### src/rtl/fifo_wr_arbiter.sv
// fifo_wr_arbiter
//   Round-robin arbiter that shares the single write port of an async FIFO
//   among NumReq valid/ready producers. A grant lasts until MaxBurst beats have
//   transferred or the granted producer drops valid. A new grant can follow
//   the old one in the same cycle, so there is no IDLE bubble between them.
//   The FIFO write handshake is forwarded combinationally and carries a
//   source-ID tag. All logic is in the FIFO write-clock domain.
//
// Ports
//   clk_i          clock, posedge
//   reset_ni       asynchronous active-low reset
//   req_valid_i    per-requester valid
//   req_ready_o    per-requester ready (one-hot or zero)
//   req_data_i     packed payloads, requester k at [k*DataWidth +: DataWidth]
//   fifo_wvalid_o  FIFO write valid
//   fifo_wready_i  FIFO write ready
//   fifo_data_o    FIFO write data
//   fifo_src_o     index of the granted requester
//   grant_o        registered one-hot grant
//   busy_o         high while a grant is active
//
// State table
//   ST_IDLE  | no grant; arbitrate among valid requesters from ptr+1
//   ST_GRANT | src_q owns the FIFO write port; beats counted in beat_q

module fifo_wr_arbiter #(
  parameter int NumReq    = 4,
  parameter int DataWidth = 4,
  parameter int MaxBurst  = 4,
  localparam int IdWidth  = $clog2(NumReq)
) (
  input  logic                          clk_i,
  input  logic                          reset_ni,
  input  logic [NumReq-1:0]             req_valid_i,
  output logic [NumReq-1:0]             req_ready_o,
  input  logic [NumReq*DataWidth-1:0]   req_data_i,
  output logic                          fifo_wvalid_o,
  input  logic                          fifo_wready_i,
  output logic [DataWidth-1:0]          fifo_data_o,
  output logic [IdWidth-1:0]            fifo_src_o,
  output logic [NumReq-1:0]             grant_o,
  output logic                          busy_o
);

  typedef enum logic {ST_IDLE, ST_GRANT} state_t;

  localparam logic [7:0] LastBeat = 8'(MaxBurst - 1);

  state_t               state_q, state_d;
  logic [IdWidth-1:0]   src_q, src_d;
  logic [IdWidth-1:0]   ptr_q, ptr_d;
  logic [NumReq-1:0]    grant_q, grant_d;
  logic [7:0]           beat_q, beat_d;

  logic                 sel_valid;
  logic [DataWidth-1:0] sel_data;
  logic                 xfer;
  logic                 rel_now;
  logic                 pick_ok;
  logic [IdWidth-1:0]   pick_idx;

  // First set bit of vld searching upward from last+1, wrapping. The loop runs
  // from the farthest candidate to the nearest so the nearest one wins. Only
  // indices below NumReq are produced.
  function automatic logic [IdWidth:0] rr_pick(input logic [NumReq-1:0]  vld,
                                               input logic [IdWidth-1:0] last);
    logic [IdWidth:0]   res;
    logic [IdWidth-1:0] idx_w;
    int                 idx;
    res = '0;
    for (int i = NumReq; i >= 1; i--) begin
      idx = int'(last) + i;
      if (idx >= NumReq) idx = idx - NumReq;
      idx_w = idx[IdWidth-1:0];
      if (vld[idx_w]) res = {1'b1, idx_w};
    end
    return res;
  endfunction

  function automatic logic [NumReq-1:0] onehot(input logic [IdWidth-1:0] idx);
    logic [NumReq-1:0] v;
    v = '0;
    v[idx] = 1'b1;
    return v;
  endfunction

  // Mux of the granted channel
  always_comb begin
    sel_valid = 1'b0;
    sel_data  = '0;
    for (int k = 0; k < NumReq; k++) begin
      if (src_q == IdWidth'(k)) begin
        sel_valid = req_valid_i[k];
        sel_data  = req_data_i[k*DataWidth +: DataWidth];
      end
    end
  end

  assign xfer    = (state_q == ST_GRANT) && sel_valid && fifo_wready_i;
  // Release on the last beat of a burst, or at once if the owner goes idle.
  // A stalled beat (valid, no ready) holds the grant indefinitely.
  assign rel_now = (state_q == ST_GRANT) &&
                   (!sel_valid || (xfer && (beat_q == LastBeat)));

  // State register
  always_ff @(posedge clk_i or negedge reset_ni) begin
    if (!reset_ni) begin
      state_q <= ST_IDLE;
      src_q   <= '0;
      ptr_q   <= IdWidth'(NumReq - 1);
      grant_q <= '0;
      beat_q  <= '0;
    end else begin
      state_q <= state_d;
      src_q   <= src_d;
      ptr_q   <= ptr_d;
      grant_q <= grant_d;
      beat_q  <= beat_d;
    end
  end

  // Next-state logic
  always_comb begin
    state_d  = state_q;
    src_d    = src_q;
    ptr_d    = ptr_q;
    grant_d  = grant_q;
    beat_d   = beat_q;
    pick_ok  = 1'b0;
    pick_idx = '0;
    case (state_q)
      ST_IDLE: begin
        {pick_ok, pick_idx} = rr_pick(req_valid_i, ptr_q);
        if (pick_ok) begin
          state_d = ST_GRANT;
          src_d   = pick_idx;
          grant_d = onehot(pick_idx);
          beat_d  = '0;
        end
      end
      ST_GRANT: begin
        if (xfer) beat_d = beat_q + 8'd1;
        if (rel_now) begin
          ptr_d  = src_q;
          beat_d = '0;
          // The released owner is masked out; if it is the only one still
          // valid it is re-granted through IDLE.
          {pick_ok, pick_idx} = rr_pick(req_valid_i & ~grant_q, src_q);
          if (pick_ok) begin
            src_d   = pick_idx;
            grant_d = onehot(pick_idx);
          end else begin
            state_d = ST_IDLE;
            grant_d = '0;
          end
        end
      end
      default: begin
        state_d = ST_IDLE;
        grant_d = '0;
      end
    endcase
  end

  // Outputs
  always_comb begin
    busy_o        = (state_q == ST_GRANT);
    fifo_wvalid_o = busy_o && sel_valid;
    fifo_data_o   = busy_o ? sel_data : '0;
    req_ready_o   = busy_o ? (grant_q & {NumReq{fifo_wready_i}}) : '0;
    fifo_src_o    = src_q;
    grant_o       = grant_q;
  end

endmodule

### config.mk
export PLATFORM = sky130hd
export DESIGN_NAME = fifo_wr_arbiter
export DESIGN_NICKNAME = d
export VERILOG_FILES = /design/src/rtl/fifo_wr_arbiter.sv
export SDC_FILE = /design/constraint.sdc
export NUM_CORES = 1
export LEC_CHECK = 0
export CAP_MARGIN = 0
export CORE_MARGIN = 5
export CORE_UTILIZATION = 50
export CTS_CLUSTER_DIAMETER = 50
export CTS_CLUSTER_SIZE = 20
export DETAILED_ROUTE_END_ITERATION = 16
export MAX_ROUTING_LAYER = met4
export PLACE_DENSITY = 0.8
export SKIP_CTS_REPAIR_TIMING = 1
export SYNTH_ARGS = -nofsm -noshare
export SYNTH_HDL_FRONTEND = slang
export SYNTH_SLANG_ARGS = --single-unit
### constraint.sdc
create_clock -name clk_i -period 7.1 [get_ports clk_i]
set_input_delay 1.42 -clock clk_i [delete_from_list [all_inputs] [get_ports clk_i]]
set_output_delay 1.42 -clock clk_i [all_outputs]
set_load 0.03 [all_outputs]
Word level (Yosys, flattened, before mapping)

Cells that the tools add are included.
W data, S select, Z words.

$add $sub $neg: 17
$lt $le $gt $ge: 20
Equal/unequal tests: 8
Multiplexer cells: 77
Bitwise operators: 4
Reduce and logical (&&, ||, !) cells: 13

Operator list:

| kind                  | number |
|---|---|
| $mux W2               | 23 |
| $mux W4               | 9 |
| $mux W3               | 11 |
| $lt A2 B3 Y1 const B  | 10 |
| $mux W8               | 3 |
| $ge A3 B3 Y1 const B  | 6 |
| $mux W1               | 17 |
| $bmux W1 S2           | 8 |
| $pmux W8 S2           | 1 |
| $sub A2 B1 Y2 const B | 8 |
| $add A2 B2 Y3 const B | 4 |
| $add A2 B3 Y4 const B | 2 |
| $add A8 B1 Y8 const B | 1 |
| $and A4 B4 Y4         | 2 |
| $eq A8 B2 Y1 const B  | 1 |
| $ge A4 B3 Y1 const B  | 2 |
| $pmux W4 S2           | 1 |
| $add A2 B1 Y3 const B | 2 |
| $logic_and A1 B1 Y1   | 6 |
| $ne A2 B1 Y1 const B  | 3 |
| $reduce_and A2 Y1     | 3 |
| $demux W1 S2          | 2 |
| $eq A2 B2 Y1 const B  | 2 |
| $ge A2 B1 Y1 const B  | 2 |
| other kinds (10)      | 10 |

Flip-flop bits (word level): 17
Input bits: 23
Output and inout port bits: 16

Logic depth before layout (Yosys ltp)

Word-level depth: 27
Mapped depth: 9
Mapped depth without buffers: 7

Least setup slack after synthesis

No wires, ideal clock.

Kind: input to output
Start point: input req_valid_i[3]
End point: output fifo_wvalid_o
Arrival time: 2.447 ns
Path slack: 3.233 ns
Cell stages on the path: 4
Buffers on the path: 1
Cell sequence: clkbuf_1 > nor2b_1 > a211o_1 > nor2_1

Cells in the longest elaborated chain, start to end: 2

Ends and longest elaborated chain:

| what                | line | text |
|---|---|---|
| start: declaration  | 34   | `input logic [NumReq-1:0] req_valid_i,` |
| $mux W1             | 92   | `if (src_q == IdWidth'(k)) begin` |
| $logic_and A1 B1 Y1 | 168  | `fifo_wvalid_o = busy_o && sel_valid;` |
| end: declaration    | 37   | `output logic fifo_wvalid_o,` |

No other way between the ends.

Final worst setup path

Start point: input req_valid_i[1]
End point: output fifo_wvalid_o

Cells in the longest elaborated chain, start to end: 4

Ends and longest elaborated chain:

| what                 | line |
|---|---|
| $mux W1 (3 in a row) | 92 |
| $logic_and A1 B1 Y1  | 168 |

No other way between the ends.

==> impl_metrics.ini <==
[yosys]
post-synth-top-count-cell = nor2_1
synth-edff-count = 0
synth_top_area_share_pct = 24.86
synth-seq-area-share_pct = 28.33
synth.area.top_cells = dfrtp_1 (25%), a21oi_1 (5.0%), nor2b_1 (5.0%)
yosys.area.top_type = dfrtp_1
syn_area_um2 = 1510
ys_types = 49
synthArstFlopShare_pct = 100.0
synth_area_per_cell_um2 = 8.298
netlist_instances = 182
yosys_warnings = 0
ys_seq_elements = 17
synth_commonest_cells = nor2_1 (18), a21oi_1 (15), dfrtp_1 (15), nor2b_1 (12), nand2_1 (10)
ys.flop_type = dfrtp_1
syn_nets = 210

[die]
rows = 20
die_y_um = 64.96
die-area_um2 = 4220
dieWidth_um = 64.96
io_pins = 39
start_util_pct = 50.71
core-area_um2 = 2978

[cts]
cts_tree = yes
clock_latency_ns = 0.29
cts_root_buffer = clkbuf_4
cts.sinks = 17
htree_num_levels = 1
cts_made_buffers = 3
path_clk_slew_ns = 0.09
cts_buffer_depth = 2

[finish]
drive_gt1_share_pct = 7.442
fin_util_pct = 64.58
final_area_um2 = 1923
final_nets = 244
diodes = 0
area_growth_pct = 27.34

[routing]
dr.pass1.iters = 4
viasPerCell = 6.500
wirelength_um = 4429
vias = 1612
final_antenna_net_count = 0
drtIter0Drc = 91
drc = 0
avgRoutedWirePerCell_um = 17.86

[pwr]
p_leak_nw = 0.8002
power.density_nw_per_um2 = 513.5
total_power_mw = 0.9875
vdd_ir_drop_max_mv = 0.3028

[setup_path]
ff2ff_setup_slack_ns = 4.37
path_class = in -> out
cp_data_required_time_ns = 5.68
crit_arrival_ns = 3.45
cp_max_fo = 12
timing.rr.start = fifo_src_o[0]
r2r_end = fifo_src_o[0]
crit_path_start_kind = input port
endpoint_kind = output pin
r2r_cells = 7

[run]
maxCapViolCount = 0

[global_routing]
grt_overflow = 0
grt_max_degree = 18
antenna_found_initial = 0
grt_pass1_vias = 1542
grt_usage_pct = 21.98
grt_pass1_wl_um = 7245

[hold_path]
worstHoldStart = beat_q[1]
hold_class = reg -> reg
min_to = beat_q[1]
min_delay_path_depth = 2

[placed_design]
dpl_worst_slack_ns = 2.248
gp_congestion = 0.8850
hpwl_um = 3401
portBuffers = 38
place_area_um2 = 1896

[sta]
maxClockFrequency_mhz = 205.5
slew_headroom_pct = 49.36
hold_viol_final = 0
setup_slack_ns = 2.233
finClkSkew_ns = 0.0009766
grt_setup_unrepaired = false
finalCritPeriodShare_pct = 68.54
setup_violations = 0
min_period_ns = 4.867
worstMarginPinSlew_ns = 0.7572
slew_viol_final = 0
tns_ns = 0

[status]
status = completed
[worst max-delay path: stages]
cell and delay, ns:
clkdlybuf4s50_1 0.69, a211oi_1 0.13, a211o_1 0.41, nor2_1 0.11, clkdlybuf4s50_1 0.68
[kinds of logic after synthesis]
kind of cell / after synthesis / synth area share [%]
simple gates: 78 / 28.67
mux: 5 / 3.397
fa+ha+maj: 5 / 4.143
buf+inv: 12 / 3.149
compound gates: 65 / 32.31
flops: 17 / 28.33
[state kept, by name (all words and copies together), names as in the netlist]
| register | count |
|---|---|
| grant_o | 4 |
| busy_o | 1 |
| fifo_src_o | 2 |
| ptr_q | 2 |
| beat_q | 8 |
[layout make-up]
class	count	area, um2
tap	33	41.29
timing repair buffer	38	380.4
clock buffer	3	22.52
multi-input combinational	153	1035
fill	272	1055
sequential	17	427.9
clock inverter	1	5.005
inverter	3	11.26
[routing by layer]
metal / up-vias / track usage, % / wire, um
met5: - / - / 0
met4: 0 / 4.222 / 30
met3: 7 / 3.120 / 451
met2: 100 / 34.74 / 1933
met1: 754 / 30.15 / 2013
li1: 751 / - / -
[worst max-delay path by stage]
stage / from / to / slack (ns) / depth (start not counted)
4_1_cts: req_valid_i[1] / fifo_wvalid_o / 2.24 / 5
6_report: req_valid_i[1] / fifo_wvalid_o / 2.23 / 5
2_1_floorplan: req_valid_i[3] / fifo_wvalid_o / 3.23 / 4
5_1_grt: req_valid_i[1] / fifo_wvalid_o / 2.14 / 5
3_5_place_dp: req_valid_i[1] / fifo_wvalid_o / 2.25 / 5
3_3_place_gp: req_valid_i[1] / fifo_wvalid_o / 2.25 / 5
[report_power, final]
part / leakage (nW) / switching (mW) / internal (mW)
clock network: 0.0177 / 0.0294 / 0.0209
logic: 0.568 / 0.425 / 0.309
registers: 0.214 / 0.0686 / 0.135
total: 0.800 / 0.523 / 0.465
[metrics by stage]
stage	hold slack, ns	std cells
final	0.5625	248
after global routing	0.5989	248
after CTS	0.5638	248
after detailed placement	0.5427	244
after global placement	0.4904	244
after floorplan	0.4748	182
[layout by cell type (no fill, tap or decap), drive strengths merged, types with 5 or more instances in the layout]
cell	instances
a21oi	15
a22o	7
clkdlybuf4s50	38
dfrtp	15
ha	5
nand2	10
nor2	19
nor2b	12
nor3	5
o21ai	8
Power figures use the tool's default switching activity.
